===== config.mk =====
export PLATFORM = sky130hd
export DESIGN_NAME = arith_sched_flat
export DESIGN_NICKNAME = d
export VERILOG_FILES = /design/src/rtl/arith_sched_if.sv /design/src/rtl/arith_sched.sv /design/src/flat_wrapper.sv
export SDC_FILE = /design/constraint.sdc
export NUM_CORES = 1
export LEC_CHECK = 0
export ABC_CLOCK_PERIOD_IN_PS = 2900
export CAP_MARGIN = 20
export CORE_MARGIN = 2
export CORE_UTILIZATION = 49
export DETAILED_ROUTE_END_ITERATION = 8
export PLACE_DENSITY = 0.87
export SYNTH_ARGS = -nofsm -noshare
export SYNTH_HDL_FRONTEND = slang
export SYNTH_SLANG_ARGS = --single-unit

===== constraint.sdc =====
create_clock -name clk -period 2.9 [get_ports clk]
set_input_delay 0.435 -clock clk [delete_from_list [all_inputs] [get_ports clk]]
set_output_delay 0.435 -clock clk [all_outputs]
set_load 0.02 [all_outputs]

===== src/rtl/arith_sched_if.sv =====
// Bus bundle for arith_sched: two requester channels and one response channel.
//   req0_* / req1_* : valid/ready handshake carrying op (3 bits) and operands a, b (W bits)
//   rsp_*           : valid/ready handshake carrying id (1 bit), result (2W bits), err (1 bit)
// master : the environment side (operand producers + result consumer)
// slave  : the scheduler side
interface arith_sched_if #(
  parameter int W = 4
);
  logic           req0_valid;
  logic           req0_ready;
  logic [2:0]     req0_op;
  logic [W-1:0]   req0_a;
  logic [W-1:0]   req0_b;

  logic           req1_valid;
  logic           req1_ready;
  logic [2:0]     req1_op;
  logic [W-1:0]   req1_a;
  logic [W-1:0]   req1_b;

  logic           rsp_valid;
  logic           rsp_ready;
  logic           rsp_id;
  logic [2*W-1:0] rsp_result;
  logic           rsp_err;

  modport master (
    output req0_valid, req0_op, req0_a, req0_b,
    output req1_valid, req1_op, req1_a, req1_b,
    output rsp_ready,
    input  req0_ready, req1_ready,
    input  rsp_valid, rsp_id, rsp_result, rsp_err
  );

  modport slave (
    input  req0_valid, req0_op, req0_a, req0_b,
    input  req1_valid, req1_op, req1_a, req1_b,
    input  rsp_ready,
    output req0_ready, req1_ready,
    output rsp_valid, rsp_id, rsp_result, rsp_err
  );
endinterface


===== src/rtl/arith_sched.sv =====
// arith_sched: one shared arithmetic unit (ADD/SUB/MUL/DIV/MOD, W-bit unsigned operands)
// time-shared between two requesters with round-robin arbitration. ADD/SUB/MUL finish in
// one execute cycle; DIV/MOD use a restoring divider producing one quotient bit per cycle.
// Only one operation is in flight at a time; requests are accepted only while idle.
// Ports:
//   clk   : clock, rising edge
//   rst_n : asynchronous active-low reset
//   bus   : arith_sched_if slave modport (req0_*, req1_*, rsp_*)
module arith_sched #(
  parameter int W = 4
) (
  input  logic         clk,
  input  logic         rst_n,
  arith_sched_if.slave bus
);

  localparam int RW    = 2 * W;
  localparam int CNT_W = (W > 1) ? $clog2(W) : 1;

  localparam logic [2:0] OP_ADD = 3'd0;
  localparam logic [2:0] OP_SUB = 3'd1;
  localparam logic [2:0] OP_MUL = 3'd2;
  localparam logic [2:0] OP_DIV = 3'd3;
  localparam logic [2:0] OP_MOD = 3'd4;

  typedef enum logic [1:0] {
    IDLE = 2'd0,
    EXEC = 2'd1,
    DIVI = 2'd2,
    RESP = 2'd3
  } state_t;

  state_t state, state_nxt;

  logic             ptr;
  logic             gnt_any;
  logic             gnt_id;

  logic [2:0]       op_q;
  logic [W-1:0]     a_q;
  logic [W-1:0]     b_q;
  logic             id_q;

  logic [W-1:0]     rem_q;
  logic [W-1:0]     quo_q;
  logic [CNT_W-1:0] cnt_q;
  logic [W-1:0]     step_rem;
  logic [W-1:0]     step_quo;

  logic             rsp_id_q;
  logic [RW-1:0]    rsp_result_q;
  logic             rsp_err_q;

  logic             is_divmod;
  logic             exec_err;
  logic             exec_div;
  logic             div_last;

  // Single-cycle ops; SUB wraps to W bits with the upper half left at zero.
  function automatic logic [RW-1:0] fast_result(input logic [2:0] op,
                                                input logic [W-1:0] a,
                                                input logic [W-1:0] b);
    logic [RW-1:0] r;
    r = '0;
    case (op)
      OP_ADD:  r = RW'(a) + RW'(b);
      OP_SUB:  r[W-1:0] = a - b;
      OP_MUL:  r = RW'(a) * RW'(b);
      default: r = '0;
    endcase
    return r;
  endfunction

  // One restoring-division step: shift the next dividend bit (MSB of quo) into the
  // partial remainder, subtract the divisor when it fits and record the quotient bit.
  function automatic logic [2*W-1:0] div_step(input logic [W-1:0] rem,
                                              input logic [W-1:0] quo,
                                              input logic [W-1:0] dvs);
    logic [W:0]   sh;
    logic [W-1:0] q;
    sh = {rem, quo[W-1]};
    q  = quo << 1;
    if (sh >= {1'b0, dvs}) begin
      sh   = sh - {1'b0, dvs};
      q[0] = 1'b1;
    end
    return {sh[W-1:0], q};
  endfunction

  assign is_divmod = (op_q == OP_DIV) || (op_q == OP_MOD);
  assign exec_err  = (op_q > OP_MOD) || (is_divmod && (b_q == '0));
  assign exec_div  = is_divmod && (b_q != '0);
  assign div_last  = (cnt_q == CNT_W'(W - 1));

  always_comb begin
    {step_rem, step_quo} = div_step(rem_q, quo_q, b_q);
  end

  // Arbitration: a lone requester wins; on contention the pointer decides. Ready is
  // only offered while idle and is forced low while reset is asserted.
  always_comb begin
    gnt_any = 1'b0;
    gnt_id  = 1'b0;
    if (state == IDLE && rst_n) begin
      if (bus.req0_valid && bus.req1_valid) begin
        gnt_any = 1'b1;
        gnt_id  = ptr;
      end else if (bus.req0_valid) begin
        gnt_any = 1'b1;
        gnt_id  = 1'b0;
      end else if (bus.req1_valid) begin
        gnt_any = 1'b1;
        gnt_id  = 1'b1;
      end
    end
  end

  assign bus.req0_ready = gnt_any && !gnt_id;
  assign bus.req1_ready = gnt_any &&  gnt_id;

  always_comb begin
    state_nxt = state;
    case (state)
      IDLE: if (gnt_any) state_nxt = EXEC;
      EXEC: state_nxt = exec_div ? DIVI : RESP;
      DIVI: if (div_last) state_nxt = RESP;
      RESP: if (bus.rsp_ready) state_nxt = IDLE;
      default: state_nxt = IDLE;
    endcase
  end

  always_ff @(posedge clk or negedge rst_n) begin
    if (!rst_n) begin
      state <= IDLE;
      ptr   <= 1'b0;
    end else begin
      state <= state_nxt;
      if (gnt_any) ptr <= ~gnt_id;
    end
  end

  // Accept stage: capture the granted request
  always_ff @(posedge clk) begin
    if (gnt_any) begin
      id_q <= gnt_id;
      op_q <= gnt_id ? bus.req1_op : bus.req0_op;
      a_q  <= gnt_id ? bus.req1_a  : bus.req0_a;
      b_q  <= gnt_id ? bus.req1_b  : bus.req0_b;
    end
  end

  // Divider stage: EXEC seeds the dividend, DIVI iterates W times MSB first
  always_ff @(posedge clk) begin
    if (state == EXEC) begin
      rem_q <= '0;
      quo_q <= a_q;
      cnt_q <= '0;
    end else if (state == DIVI) begin
      rem_q <= step_rem;
      quo_q <= step_quo;
      cnt_q <= cnt_q + CNT_W'(1);
    end
  end

  // Response stage: registers stay untouched in RESP so the consumer sees stable data
  always_ff @(posedge clk or negedge rst_n) begin
    if (!rst_n) begin
      rsp_id_q     <= 1'b0;
      rsp_result_q <= '0;
      rsp_err_q    <= 1'b0;
    end else if (state == EXEC) begin
      rsp_id_q <= id_q;
      if (exec_err) begin
        rsp_result_q <= '1;
        rsp_err_q    <= 1'b1;
      end else if (!exec_div) begin
        rsp_result_q <= fast_result(op_q, a_q, b_q);
        rsp_err_q    <= 1'b0;
      end
    end else if (state == DIVI && div_last) begin
      rsp_result_q <= RW'((op_q == OP_DIV) ? step_quo : step_rem);
      rsp_err_q    <= 1'b0;
    end
  end

  assign bus.rsp_valid  = (state == RESP);
  assign bus.rsp_id     = rsp_id_q;
  assign bus.rsp_result = rsp_result_q;
  assign bus.rsp_err    = rsp_err_q;

endmodule


===== src/flat_wrapper.sv =====
// flat-port wrapper written by rule: the top's interface ports become plain ports
module arith_sched_flat 
#(
  parameter int W = 4
)
  (clk, rst_n, bus_req0_valid, bus_req0_op, bus_req0_a, bus_req0_b, bus_req1_valid, bus_req1_op, bus_req1_a, bus_req1_b, bus_rsp_ready, bus_req0_ready, bus_req1_ready, bus_rsp_valid, bus_rsp_id, bus_rsp_result, bus_rsp_err);
  arith_sched_if #(.W(W)) bus_i ();
  input  logic clk;
  input  logic rst_n;
  input wire logic [$bits(bus_i.req0_valid)-1:0] bus_req0_valid;
  input wire logic [$bits(bus_i.req0_op)-1:0] bus_req0_op;
  input wire logic [$bits(bus_i.req0_a)-1:0] bus_req0_a;
  input wire logic [$bits(bus_i.req0_b)-1:0] bus_req0_b;
  input wire logic [$bits(bus_i.req1_valid)-1:0] bus_req1_valid;
  input wire logic [$bits(bus_i.req1_op)-1:0] bus_req1_op;
  input wire logic [$bits(bus_i.req1_a)-1:0] bus_req1_a;
  input wire logic [$bits(bus_i.req1_b)-1:0] bus_req1_b;
  input wire logic [$bits(bus_i.rsp_ready)-1:0] bus_rsp_ready;
  output wire logic [$bits(bus_i.req0_ready)-1:0] bus_req0_ready;
  output wire logic [$bits(bus_i.req1_ready)-1:0] bus_req1_ready;
  output wire logic [$bits(bus_i.rsp_valid)-1:0] bus_rsp_valid;
  output wire logic [$bits(bus_i.rsp_id)-1:0] bus_rsp_id;
  output wire logic [$bits(bus_i.rsp_result)-1:0] bus_rsp_result;
  output wire logic [$bits(bus_i.rsp_err)-1:0] bus_rsp_err;
  assign bus_i.req0_valid = bus_req0_valid;
  assign bus_i.req0_op = bus_req0_op;
  assign bus_i.req0_a = bus_req0_a;
  assign bus_i.req0_b = bus_req0_b;
  assign bus_i.req1_valid = bus_req1_valid;
  assign bus_i.req1_op = bus_req1_op;
  assign bus_i.req1_a = bus_req1_a;
  assign bus_i.req1_b = bus_req1_b;
  assign bus_i.rsp_ready = bus_rsp_ready;
  assign bus_req0_ready = bus_i.req0_ready;
  assign bus_req1_ready = bus_i.req1_ready;
  assign bus_rsp_valid = bus_i.rsp_valid;
  assign bus_rsp_id = bus_i.rsp_id;
  assign bus_rsp_result = bus_i.rsp_result;
  assign bus_rsp_err = bus_i.rsp_err;
  arith_sched #(.W(W)) u_core (.clk(clk), .rst_n(rst_n), .bus(bus_i));
endmodule

==> reports/summary.txt <==
outcome - complete, but fails checks
sequential share of power - 29.5%
Worst path top cell family by delay - adder cells
Peak VDD IR - 0.8211 mV
ratio of cells with drive above 1 in the final layout - 17.14%
die area - 5978 µm²
crit path from - u_core.a_q[0]$_DFFE_PP_
vias post-DR - 2257
hold_buf cts - 0
min Tclk post-route - 2.951 ns
DR WL/cell - 18.06 µm
worst skew pair latency - 0.30 ns
Vias/cell - 5.862
CP Depth - 10
RSZ-0062 raised after global routing - yes
Lkg Pwr - 1.434 nW
Syn Nets - 322
DRT antenna net count - 0
Inserted Diodes - 0
First-pass DRT Iterations - 5
DRC errors left - 0
Max Root-Sink Buffers - 2
CTS tree - done
Cell Int Power - 1.753 mW
gr ovfl total - 0
Routed WL - 6.953 mm
Worst setup SP type - flop
DRT iter0 DRCs - 230
FP Rows - 26
crit path to - u_core.bus.rsp_result[3]$_DFFE_PN0P_
commonest non-fill, non-tap cells in the layout - clkdlybuf4s50_1 (39), ha_1 (27), a21oi_1 (20), nor2_1 (19), inv_1 (18)
most common cell after layout, fill and taps aside - clkdlybuf4s50_1
Critical Path Most Common Cell - fa_1
worst setup margin - -0.05073 ns
nets - 377
PortBufs - 39
synth warn - 0
vias in the first global route - 2211
setup violators final - 3
Sw Share - 40.89%
CP max FO - 3
Inserted Clock Buffers - 5
Comb power frac - 54.8%
Seq/Total Area, Yosys - 35.15%
FMAX - 338.9 MHz
final hold slack - 0.4748 ns
Cells after Synth - 259
actual slew at the worst max-slew pin - 0.5951 ns
Rel. slew slack - 60.33%
worst r2r src - u_core.a_q[0]$_DFFE_PP_
max-cap viol count - 0
Final Hold Fails - 0
largest net degree at the start of global routing - 22
Die W - 77.32 µm
GRT Resource Usage Total - 21.83%
reg2reg path depth - 10
Post-synth EDFFs - 16
Slew Limit Fails - 0
setup_tns - -0.1238 ns
ys async rst share - 37.14%
Worst EP arrival - 3.14 ns
power density over the cells - 881.9 nW/µm²
Worst Hold Class - flop to flop
Main synth FF type - edfxtp_1
Root Buffer - clkbuf_8
worst path bufs/invs - 1
RR Endpoint - u_core.bus.rsp_result[3]$_DFFE_PN0P_
CP max stage cell - fa_1
first-pass GRT wire length - 10.29 mm
DIE HEIGHT - 77.32 µm
initial antenna violation count - 0
Netlist cell types - 55
CP endpoint kind - flop
Layout area overhead - 27.70%
number of synthesized register bits - 35
io pins - 40
utilization after layout - 65.43%
Netlist Area Pre-Place - 2634 µm²
H-tree depth - 2
Reg clk slew, reported paths - 0.07 ns
Clk pwr share - 15.8%
starting density of the core - 51.24%
clock skew - 0.004718 ns
RePlAce Congestion - 0.9071
period utilisation layout - 101.7%
Post-DP HPWL - 4.621 mm
worst path cell trace - nand2_1, fa_1, inv_1, fa_1, fa_2, nand3b_1, o21ai_0, a31oi_1, o41ai_1, o22a_1
critical path type - flop to flop
Switch Pwr - 1.213 mW
max incr delay on CP - 0.57 ns
Total Power - 2.966 mW
WP data required - 3.09 ns
failing checks - setup timing
core area - 5140 µm²
Syn Area/Cell - 10.17 µm²
reg-to-reg slack, setup - -0.05 ns
Clock Sinks - 35
hold wc startpoint - u_core.rem_q[3]$_SDFFE_PP0P_
synthesized netlist by cell type, types with 2 or more instances:
cell type | count | share of area [%]
ha_1 | 29 | 14
a21oi_1 | 23 | 4.4
inv_1 | 19 | 2.7
nor2_1 | 19 | 2.7
edfxtp_1 | 16 | 18
mux2_2 | 16 | 6.8
dfrtp_1 | 13 | 12
nand2_1 | 13 | 1.9
o21ai_0 | 12 | 2.3
and2_1 | 7 | 1.7
fa_1 | 7 | 5.3
dfxtp_1 | 6 | 4.6
a21o_1 | 5 | 1.4
nand3_1 | 5 | 0.95
nand3b_1 | 5 | 1.4
xnor2_1 | 5 | 1.7
clkbuf_1 | 4 | 0.57
nand2b_1 | 4 | 0.95
o21bai_1 | 4 | 1.1
buf_2 | 3 | 0.57
mux2i_1 | 3 | 1.1
nor2b_1 | 3 | 0.71
a221o_1 | 2 | 0.76
a31oi_1 | 2 | 0.47
nand4_1 | 2 | 0.47
nor3_1 | 2 | 0.38
o21a_1 | 2 | 0.57
cell families after synthesis:
kind of cell | synth area share, %
adder cells (fa/ha/maj) | 19.10
AND/OR/NAND/NOR | 14.39
buffers and inverters | 4.275
XOR/XNOR | 1.995
multiplexers | 7.981
AO/OA/AOI/OAI | 17.10
flip-flops | 35.15
layer usage:
| metal | vias up | GRT usage [%] | share of wire (%) |
|---|---|---|---|
| li1 | 1044 | - | - |
| met2 | 116 | 39.83 | 51 |
| met5 | - | 0 | 0 |
| met1 | 1072 | 25.36 | 39 |
| met3 | 25 | 4.118 | 6.9 |
| met4 | 0 | 7.679 | 3.7 |
cell type report:
type / instances / area (µm²)
Inverter: 19 / 75.07
Timing Repair Buffer: 56 / 525.5
Tap cell: 70 / 87.58
Sequential cell: 35 / 925.9
Multi-Input combinational cell: 197 / 1632
Fill cell: 391 / 1777
Clock inverter: 2 / 35.03
Clock buffer: 6 / 82.58
sequential cells by signal (all words and copies together), names as in the netlist:
| register | cells |
|---|---|
| u_core.b_q | 4 |
| u_core.state | 2 |
| u_core.bus.rsp_id | 1 |
| u_core.bus.rsp_err | 1 |
| u_core.id_q | 1 |
| u_core.quo_q | 4 |
| u_core.rem_q | 4 |
| u_core.op_q | 3 |
| u_core.ptr | 1 |
| u_core.cnt_q | 2 |
| u_core.bus.rsp_result | 8 |
| u_core.a_q | 4 |
power groups by stage:
stage	clock [mW]	sequential (mW)	combinational, mW
2_1_floorplan	0	0.920	0.975
3_3_place_gp	0	0.861	1.46
3_5_place_dp	0	0.866	1.51
4_1_cts	0.459	0.859	1.53
5_1_grt	0.486	0.891	1.78
6_report	0.467	0.874	1.63
per-stage QoR:
stage | std cells | cell area, µm² | worst slack, ns
final | 385 | 3363 | -0.05073
after global routing | 385 | 3363 | -0.09123
after CTS | 378 | 3266 | 0.01474
after detailed placement | 370 | 3148 | 0.03965
after global placement | 370 | 3148 | 0.1174
after floorplan | 259 | 2636 | 0.01199
worst min-delay path by stage:
stage                                                end  slack, ns  cells past startpoint
after floorplan           u_core.bus.rsp_err$_DFFE_PN0P_       0.14                      0
after global placement     u_core.bus.rsp_id$_DFFE_PN0P_       0.46                      1
after detailed placement    u_core.rem_q[3]$_SDFFE_PP0P_       0.47                      2
after CTS                   u_core.rem_q[3]$_SDFFE_PP0P_       0.48                      2
after global routing        u_core.rem_q[3]$_SDFFE_PP0P_       0.52                      2
final                       u_core.rem_q[3]$_SDFFE_PP0P_       0.47                      2
timing repair:
action,CTS,global route
resized for setup,0,9
endpoints found under the setup margin,1,4
hold endpoints to repair,0,0
pin swaps,1,3
buffers inserted,0,7
worst reg2reg max path: stages, from the launching register on:
cell	delay, ns
edfxtp_1	0.46
nand2_1	0.12
fa_1	0.54
inv_1	0.06
fa_1	0.57
fa_2	0.45
nand3b_1	0.09
o21ai_0	0.11
a31oi_1	0.18
o41ai_1	0.10
o22a_1	0.16
No activity file was read; power rests on OpenSTA's default activity.
